`src/rtl/uart_tx_serializer.sv`:
```
// uart_tx_serializer: frames a parallel character (start, LSB-first data, optional parity, stop)
// and shifts it onto the TX line one bit per baud_tick.
module uart_tx_serializer #(
  parameter int DATA_BITS  = 8,
  parameter int PARITY_EN  = 0,
  parameter int PARITY_ODD = 0,
  parameter int STOP_BITS  = 1
) (
  input  logic                 clk,
  input  logic                 rst,
  input  logic                 baud_tick,
  input  logic [DATA_BITS-1:0] tx_data,
  input  logic                 tx_valid,
  output logic                 tx_ready,
  output logic                 tx,
  output logic                 tx_busy,
  output logic                 tx_done
);
  localparam int BW = $clog2(DATA_BITS);
  localparam logic [BW-1:0] LAST_BIT = BW'(DATA_BITS - 1);
  localparam logic LAST_STOP = 1'(STOP_BITS - 1);
  typedef enum logic [2:0] {IDLE, SYNC, START, DATA, PARITY, STOP} state_t;
  state_t               state_q, state_d;
  logic [DATA_BITS-1:0] shift_q, shift_d;
  logic [BW-1:0]        bit_q, bit_d;
  logic                 stop_q, stop_d;
  logic                 par_q, par_d;
  logic                 tx_q, tx_d;
  logic                 ready_q, ready_d;
  logic                 busy_q;
  logic                 done_q, done_d;
  // SYNC absorbs any tick that coincides with the accept edge, so the start bit is always a full period
  always_comb begin
    state_d = state_q;
    shift_d = shift_q;
    bit_d   = bit_q;
    stop_d  = stop_q;
    par_d   = par_q;
    tx_d    = tx_q;
    ready_d = ready_q;
    done_d  = 1'b0;
    case (state_q)
      IDLE: if (tx_valid && ready_q) begin
        shift_d = tx_data;
        par_d   = (^tx_data) ^ 1'(PARITY_ODD);
        ready_d = 1'b0;
        state_d = SYNC;
      end
      SYNC: if (baud_tick) begin
        tx_d    = 1'b0;
        state_d = START;
      end
      START: if (baud_tick) begin
        tx_d    = shift_q[0];
        shift_d = shift_q >> 1;
        bit_d   = '0;
        state_d = DATA;
      end
      DATA: if (baud_tick) begin
        if (bit_q == LAST_BIT) begin
          tx_d    = (PARITY_EN != 0) ? par_q : 1'b1;
          state_d = (PARITY_EN != 0) ? PARITY : STOP;
          stop_d  = 1'b0;
        end else begin
          bit_d   = bit_q + 1'b1;
          tx_d    = shift_q[0];
          shift_d = shift_q >> 1;
        end
      end
      PARITY: if (baud_tick) begin
        tx_d    = 1'b1;
        stop_d  = 1'b0;
        state_d = STOP;
      end
      STOP: if (baud_tick) begin
        if (stop_q == LAST_STOP) begin
          tx_d    = 1'b1;
          done_d  = 1'b1;
          ready_d = 1'b1;
          state_d = IDLE;
        end else begin
          stop_d = 1'b1;
        end
      end
      default: state_d = IDLE;
    endcase
  end
  always_ff @(posedge clk) begin
    if (!rst) begin
      state_q <= IDLE;
      shift_q <= '0;
      bit_q   <= '0;
      stop_q  <= 1'b0;
      par_q   <= 1'b0;
      tx_q    <= 1'b1;
      ready_q <= 1'b1;
      busy_q  <= 1'b0;
      done_q  <= 1'b0;
    end else begin
      state_q <= state_d;
      shift_q <= shift_d;
      bit_q   <= bit_d;
      stop_q  <= stop_d;
      par_q   <= par_d;
      tx_q    <= tx_d;
      ready_q <= ready_d;
      busy_q  <= state_d != IDLE;
      done_q  <= done_d;
    end
  end
  assign tx_ready = ready_q;
  assign tx       = tx_q;
  assign tx_busy  = busy_q;
  assign tx_done  = done_q;
endmodule

```
`config.mk`:
```
export PLATFORM = sky130hd
export DESIGN_NAME = uart_tx_serializer
export DESIGN_NICKNAME = d
export VERILOG_FILES = /design/src/rtl/uart_tx_serializer.sv
export SDC_FILE = /design/constraint.sdc
export NUM_CORES = 1
export LEC_CHECK = 0
export ABC_AREA = 1
export ABC_CLOCK_PERIOD_IN_PS = 1700
export BUFFER_PORTS_ARGS = -buffer_cell sky130_fd_sc_hd__buf_2
export CORE_MARGIN = 3
export CORE_UTILIZATION = 53
export CTS_CLUSTER_DIAMETER = 40
export DETAILED_ROUTE_END_ITERATION = 12
export PLACE_DENSITY = 0.76
export RECOVER_POWER = 25
export SKIP_CTS_REPAIR_TIMING = 1
export SKIP_LAST_GASP = 1
export SLEW_MARGIN = 40
export SYNTH_ARGS = -nofsm -noshare
export SYNTH_HDL_FRONTEND = slang
export SYNTH_SLANG_ARGS = --single-unit
```
`constraint.sdc`:
```
create_clock -name clk -period 1.7 [get_ports clk]
set_clock_uncertainty 0.2 [all_clocks]
set_input_delay 0.17 -clock clk [delete_from_list [all_inputs] [get_ports clk]]
set_output_delay 0.17 -clock clk [all_outputs]
set_load 0.01 [all_outputs]
```
# Yosys cells after proc, flatten, opt, wreduce, memory -nomap -nowiden
# Cells that the tools add are included.
[word_totals] reg_bits=19 latch_bits=0 mem_bits_rw=0 rom_bits=0 in_bits=12 elab_cells=72 mem_count=0
[classes] addsub=1 mul=0 div_mod_pow=0 magnitude_cmp=0 n_eq_ne=15 shift=0 muxes=34 bitwise_logic=0 n_reduce_logical=14
[op_table] operator="$mux 3" count=11
[op_table] operator="$mux 8" count=4
[op_table] operator="$pmux 8 s3" count=1
[op_table] operator="$ne 2x2->1 const B" count=9
[op_table] operator="$pmux 3 s6" count=1
[op_table] operator="$mux 1" count=13
[op_table] operator="$reduce_and 5->1" count=2
[op_table] operator="$eq 3x3->1 const B" count=3
[op_table] operator="$reduce_bool 3->1" count=3
[op_table] operator="$reduce_and 4->1" count=2
[op_table] operator="$reduce_and 7->1" count=1
[op_table] operator="$eq 3x2->1 const B" count=2
[op_table] operator="$pmux 3 s2" count=1
[op_table] operator="$pmux 1 s5" count=1
[op_table] operator="$reduce_bool 5->1" count=1
[op_table] operator="$reduce_bool 2->1" count=2
[op_table] operator="$add 3x1->3 const B" count=1
[op_table] operator="$eq 3x1->1 const B" count=1
[op_table] operator="$logic_not 3->1" count=1
[op_table] operator="$pmux 1 s3" count=1
[op_table] operator="$reduce_and 3->1" count=1
[op_table] operator="$pmux 1 s2" count=1
[op_table] operator="$logic_and 1x1->1" count=1

# Depth between registers and ports, before layout
[logic_depth] ltp_word=5 mapped_depth=8 depth_no_buf=8

# Worst setup path after synthesis
# OpenSTA, ideal clock, no wires.
[synth_timing] kind="reg-to-reg" from="reg bit_q[0]" to="reg shift_q[0]" arrival_ns=1.169 path_slack_ns=0.218 path_stages_with_launch=9 path_buffers=0 synth_period_minus_slack_ns=1.482 path_cell_list="dfxtp_1 ha_1 ha_1 nand2_1 nand3_2 nand2_1 inv_2 nor2_1 nor2_1"
[synth_between] elab_chain_len=3
[synth_lines] item="from (decl)" line="25" rtl="logic [BW-1:0] bit_q, bit_d;"
[synth_lines] item="from (signal assigned)" line="102" rtl="bit_q <= bit_d;"
[synth_lines] item="$eq 3x3->1" line="60" rtl="if (bit_q == LAST_BIT) begin"
[synth_lines] item="$ne 2x2->1 (no source line)"
[synth_lines] item="$reduce_and 5->1 (no source line)"
[synth_lines] item="to (signal assigned)" line="101" rtl="shift_q <= shift_d;"
[synth_lines] item="to (decl)" line="24" rtl="logic [DATA_BITS-1:0] shift_q, shift_d;"
# No other way between the ends.
# A chain may end at the register's enable or synchronous reset.

# Final worst setup path
# Ends and elaborated chain as after synthesis.

==> summary.md <==
- **Synth Instances** 144
- **portion of total power attributed to combinational logic** 24.5%
- **Worst Setup Start Kind** register
- **gpl congestion** 0.805
- **violated checks** negative hold slack
- **via density per instance** 5.03
- **GRT Util Overall** 18.9%
- **number of placement rows** 14
- **average size of a mapped cell** 6.66 um2
- **power after layout** 0.000910 W
- **Die Height** 48.5 um
- **outcome** finished with violations
- **pin count of the biggest net entering global routing** 18
- **final number of max-transition violations** 0
- **clock-pin transition on the worst setup and hold timing paths** 0.10 ns
- **DRC violations left** 0
- **kind of end point of the critical path** register
- **Final min period** 1.64 ns
- **Critical Path AT** 1.63 ns
- **Skew-Pair Late Insertion Delay** 0.28 ns
- **syn nets** 158
- **antenna fix cells** 0
- **Synth area leaders** sky130_fd_sc_hd__dfxtp_1 38%, sky130_fd_sc_hd__nand2_1 18%, sky130_fd_sc_hd__nor2_1 8.6%
- **drt initial violations** 20
- **area delta synth->final** 14.2%
- **Num CTS Buffers** 3
- **cell area after synthesis** 958 um2
- **Required @ worst endpoint** 1.68 ns
- **longest individual stage delay on the worst path** 0.34 ns
- **maximum clock frequency** 608 MHz
- **number of global-route vias before repair** 857
- **Clk Tree Root Cell** sky130_fd_sc_hd__clkbuf_4
- **Max Fanout on Critical Path** 7
- **fraction of layout cells with a size suffix above 1** 18.0%
- **LEAKAGE** 0.543 nW
- **MaxCap Viol Count** 0
- **power density relative to cell area** 831 nW/um2
- **Chip Width** 48.5 um
- **final hold violations** 1
- **slowest stage cell on the critical path** sky130_fd_sc_hd__dfxtp_1
- **Total Die Area** 2350 um2
- **flip-flop and latch count after synthesis** 18
- **CP top delay family** simple AND/OR/NAND/NOR gates
- **post-synthesis cell type count** 23
- **non-filler instance count after layout** 185
- **initial antenna violation count** 0
- **maximum clock path buffer count** 2
- **Switch Pwr** 0.000283 W
- **level count of the clock H-tree** 1
- **Congestion Overflow GR** 0
- **warning count from the yosys run** 0
- **global-route wire length before repair** 3570 um
- **Worst slew margin** 78.2%
- **Pre-antenna DRT Iters** 6
- **startpoint-to-endpoint class of the critical path** reg2reg
- **TritonCTS clock tree** built
- **number of placed instances, taps included** 181
- **Setup-failing EPs final** 0
- **total via count after detailed routing** 931
- **Net count, final** 177
- **setup repair after global routing missed its margin** yes
- **cell type contributing the most total cell area after synthesis** sky130_fd_sc_hd__dfxtp_1
- **switching share of power** 31.1%
- **number of I/O port buffers** 15
- **remaining number of nets flagged by the antenna check after routing** 0
- **Internal Power** 0.000627 W
- **Top Ports** 16
- **routed wire length per instance** 11.4 um
- **worst hold-check path type** in2reg
- **most common cell after layout, fill and taps aside** sky130_fd_sc_hd__nand2_1
- **routed wire length** 2110 um
- **commonest cells after routing, fill and taps aside** 43 x sky130_fd_sc_hd__nand2_1, 21 x sky130_fd_sc_hd__nor2_1, 18 x sky130_fd_sc_hd__dfxtp_1
- **Flop pwr share** 53.4%
- **final instance area** 1090 um2
- **Floorplan Core Area** 1590 um2
- **Post-DP HPWL** 1560 um
- **Worst-Margin Slew** 0.326 ns
- **clock power share** 22.1%
- **post-synthesis sequential area ratio** 37.6%
- **CTS Sinks** 18
- **share of the synthesized area in the top cell type** 37.6%
- **IR Drop Worst-Case VDD** 594 uV
- **Min Hold Slack** -0.00102 ns
- **Starting Density** 60.1%
- **part of the cycle the worst path needs** 96.7%
- **number of buffer and inverter stages on the critical path** 1
- **placed standard-cell area** 1040 um2
- **critical path, cell by cell** ha_1 -> ha_1 -> nand2_2 -> nand3_4 -> nand2_2 -> inv_2 -> nor2_1 -> nor2_2
per-layer routing:
metal,up-vias,GRT usage [%],wire length [um]
li1,493,-,-
met1,409,22.3,966
met2,23,33.9,1030
met3,6,4.29,83
met4,0,5.21,29
met5,-,0,0
final timing paths:
path         startpoint  slack [ns]         end  cells after the start
max reg2reg    bit_q[0]        0.06  shift_q[0]                      8
min          tx_data[5]      -0.001  shift_q[5]                      5
min reg2reg          tx        0.26          tx                      2
max            bit_q[0]        0.06  shift_q[0]                      8
power by group through the flow:
| stage | Clock (W) | Combinational [W] | Sequential, W |
|---|---|---|---|
| floorplan | 0 | 0.000161 | 0.000494 |
| global placement | 0 | 0.000207 | 0.000491 |
| detailed placement | 0 | 0.000214 | 0.000494 |
| CTS | 0.000208 | 0.000216 | 0.000484 |
| global route | 0.000227 | 0.000255 | 0.000490 |
| finish | 0.000201 | 0.000223 | 0.000486 |
worst min-delay path, cell delays in order:
cell                      delay (ns)
sky130_fd_sc_hd__buf_2          0.08
sky130_fd_sc_hd__nand2_2        0.05
sky130_fd_sc_hd__o21ai_2        0.04
sky130_fd_sc_hd__nor2_1         0.04
sky130_fd_sc_hd__nor2_1         0.07
metrics by stage:
stage	util [%]	hold slack [ns]	worst slack, ns	setup TNS (ns)
6_report	68.7	-0.00102	0.0563	0
5_1_grt	68.7	0.0224	-0.0343	-0.0343
4_1_cts	66.9	-0.00689	0.0174	0
3_5_place_dp	65.5	0.242	0.0408	0
3_3_place_gp	65.5	0.244	0.118	0
2_1_floorplan	-	0.132	0.218	0
cells by family (layout without fill, tap and decap cells):
kind of cell | Yosys count | in the layout | share of synthesized area, %
fa+ha+maj | 2 | 2 | 2.61
simple gates | 88 | 88 | 40.7
flops | 18 | 18 | 37.6
buf+inv | 21 | 38 | 10.3
compound gates | 15 | 15 | 8.75
registers in the layout, summed over array words and instances (netlist names):
| signal | cells |
|---|---|
| shift_q | 8 |
| bit_q | 3 |
| state_q | 3 |
| tx | 1 |
| tx_busy | 1 |
| tx_done | 1 |
| tx_ready | 1 |
cells in the mapped netlist (all sizes together):
library cell,count
buf,4
nor2,24
nand2,47
nand3b,1
nand3,13
o21ai,7
dfxtp,18
o21bai,1
o211ai,1
a21oi,6
inv,17
ha,2
nand4,3
final cells by class:
cell class	count	area, um2
clock buffers	3	22.5
fillers	154	499
inverters	17	63.8
multi-input cells	105	519
flip-flops and latches	18	360
well taps	24	30.0
repair buffers	18	98.8
Note: power is estimated with default switching activity, not from simulation.
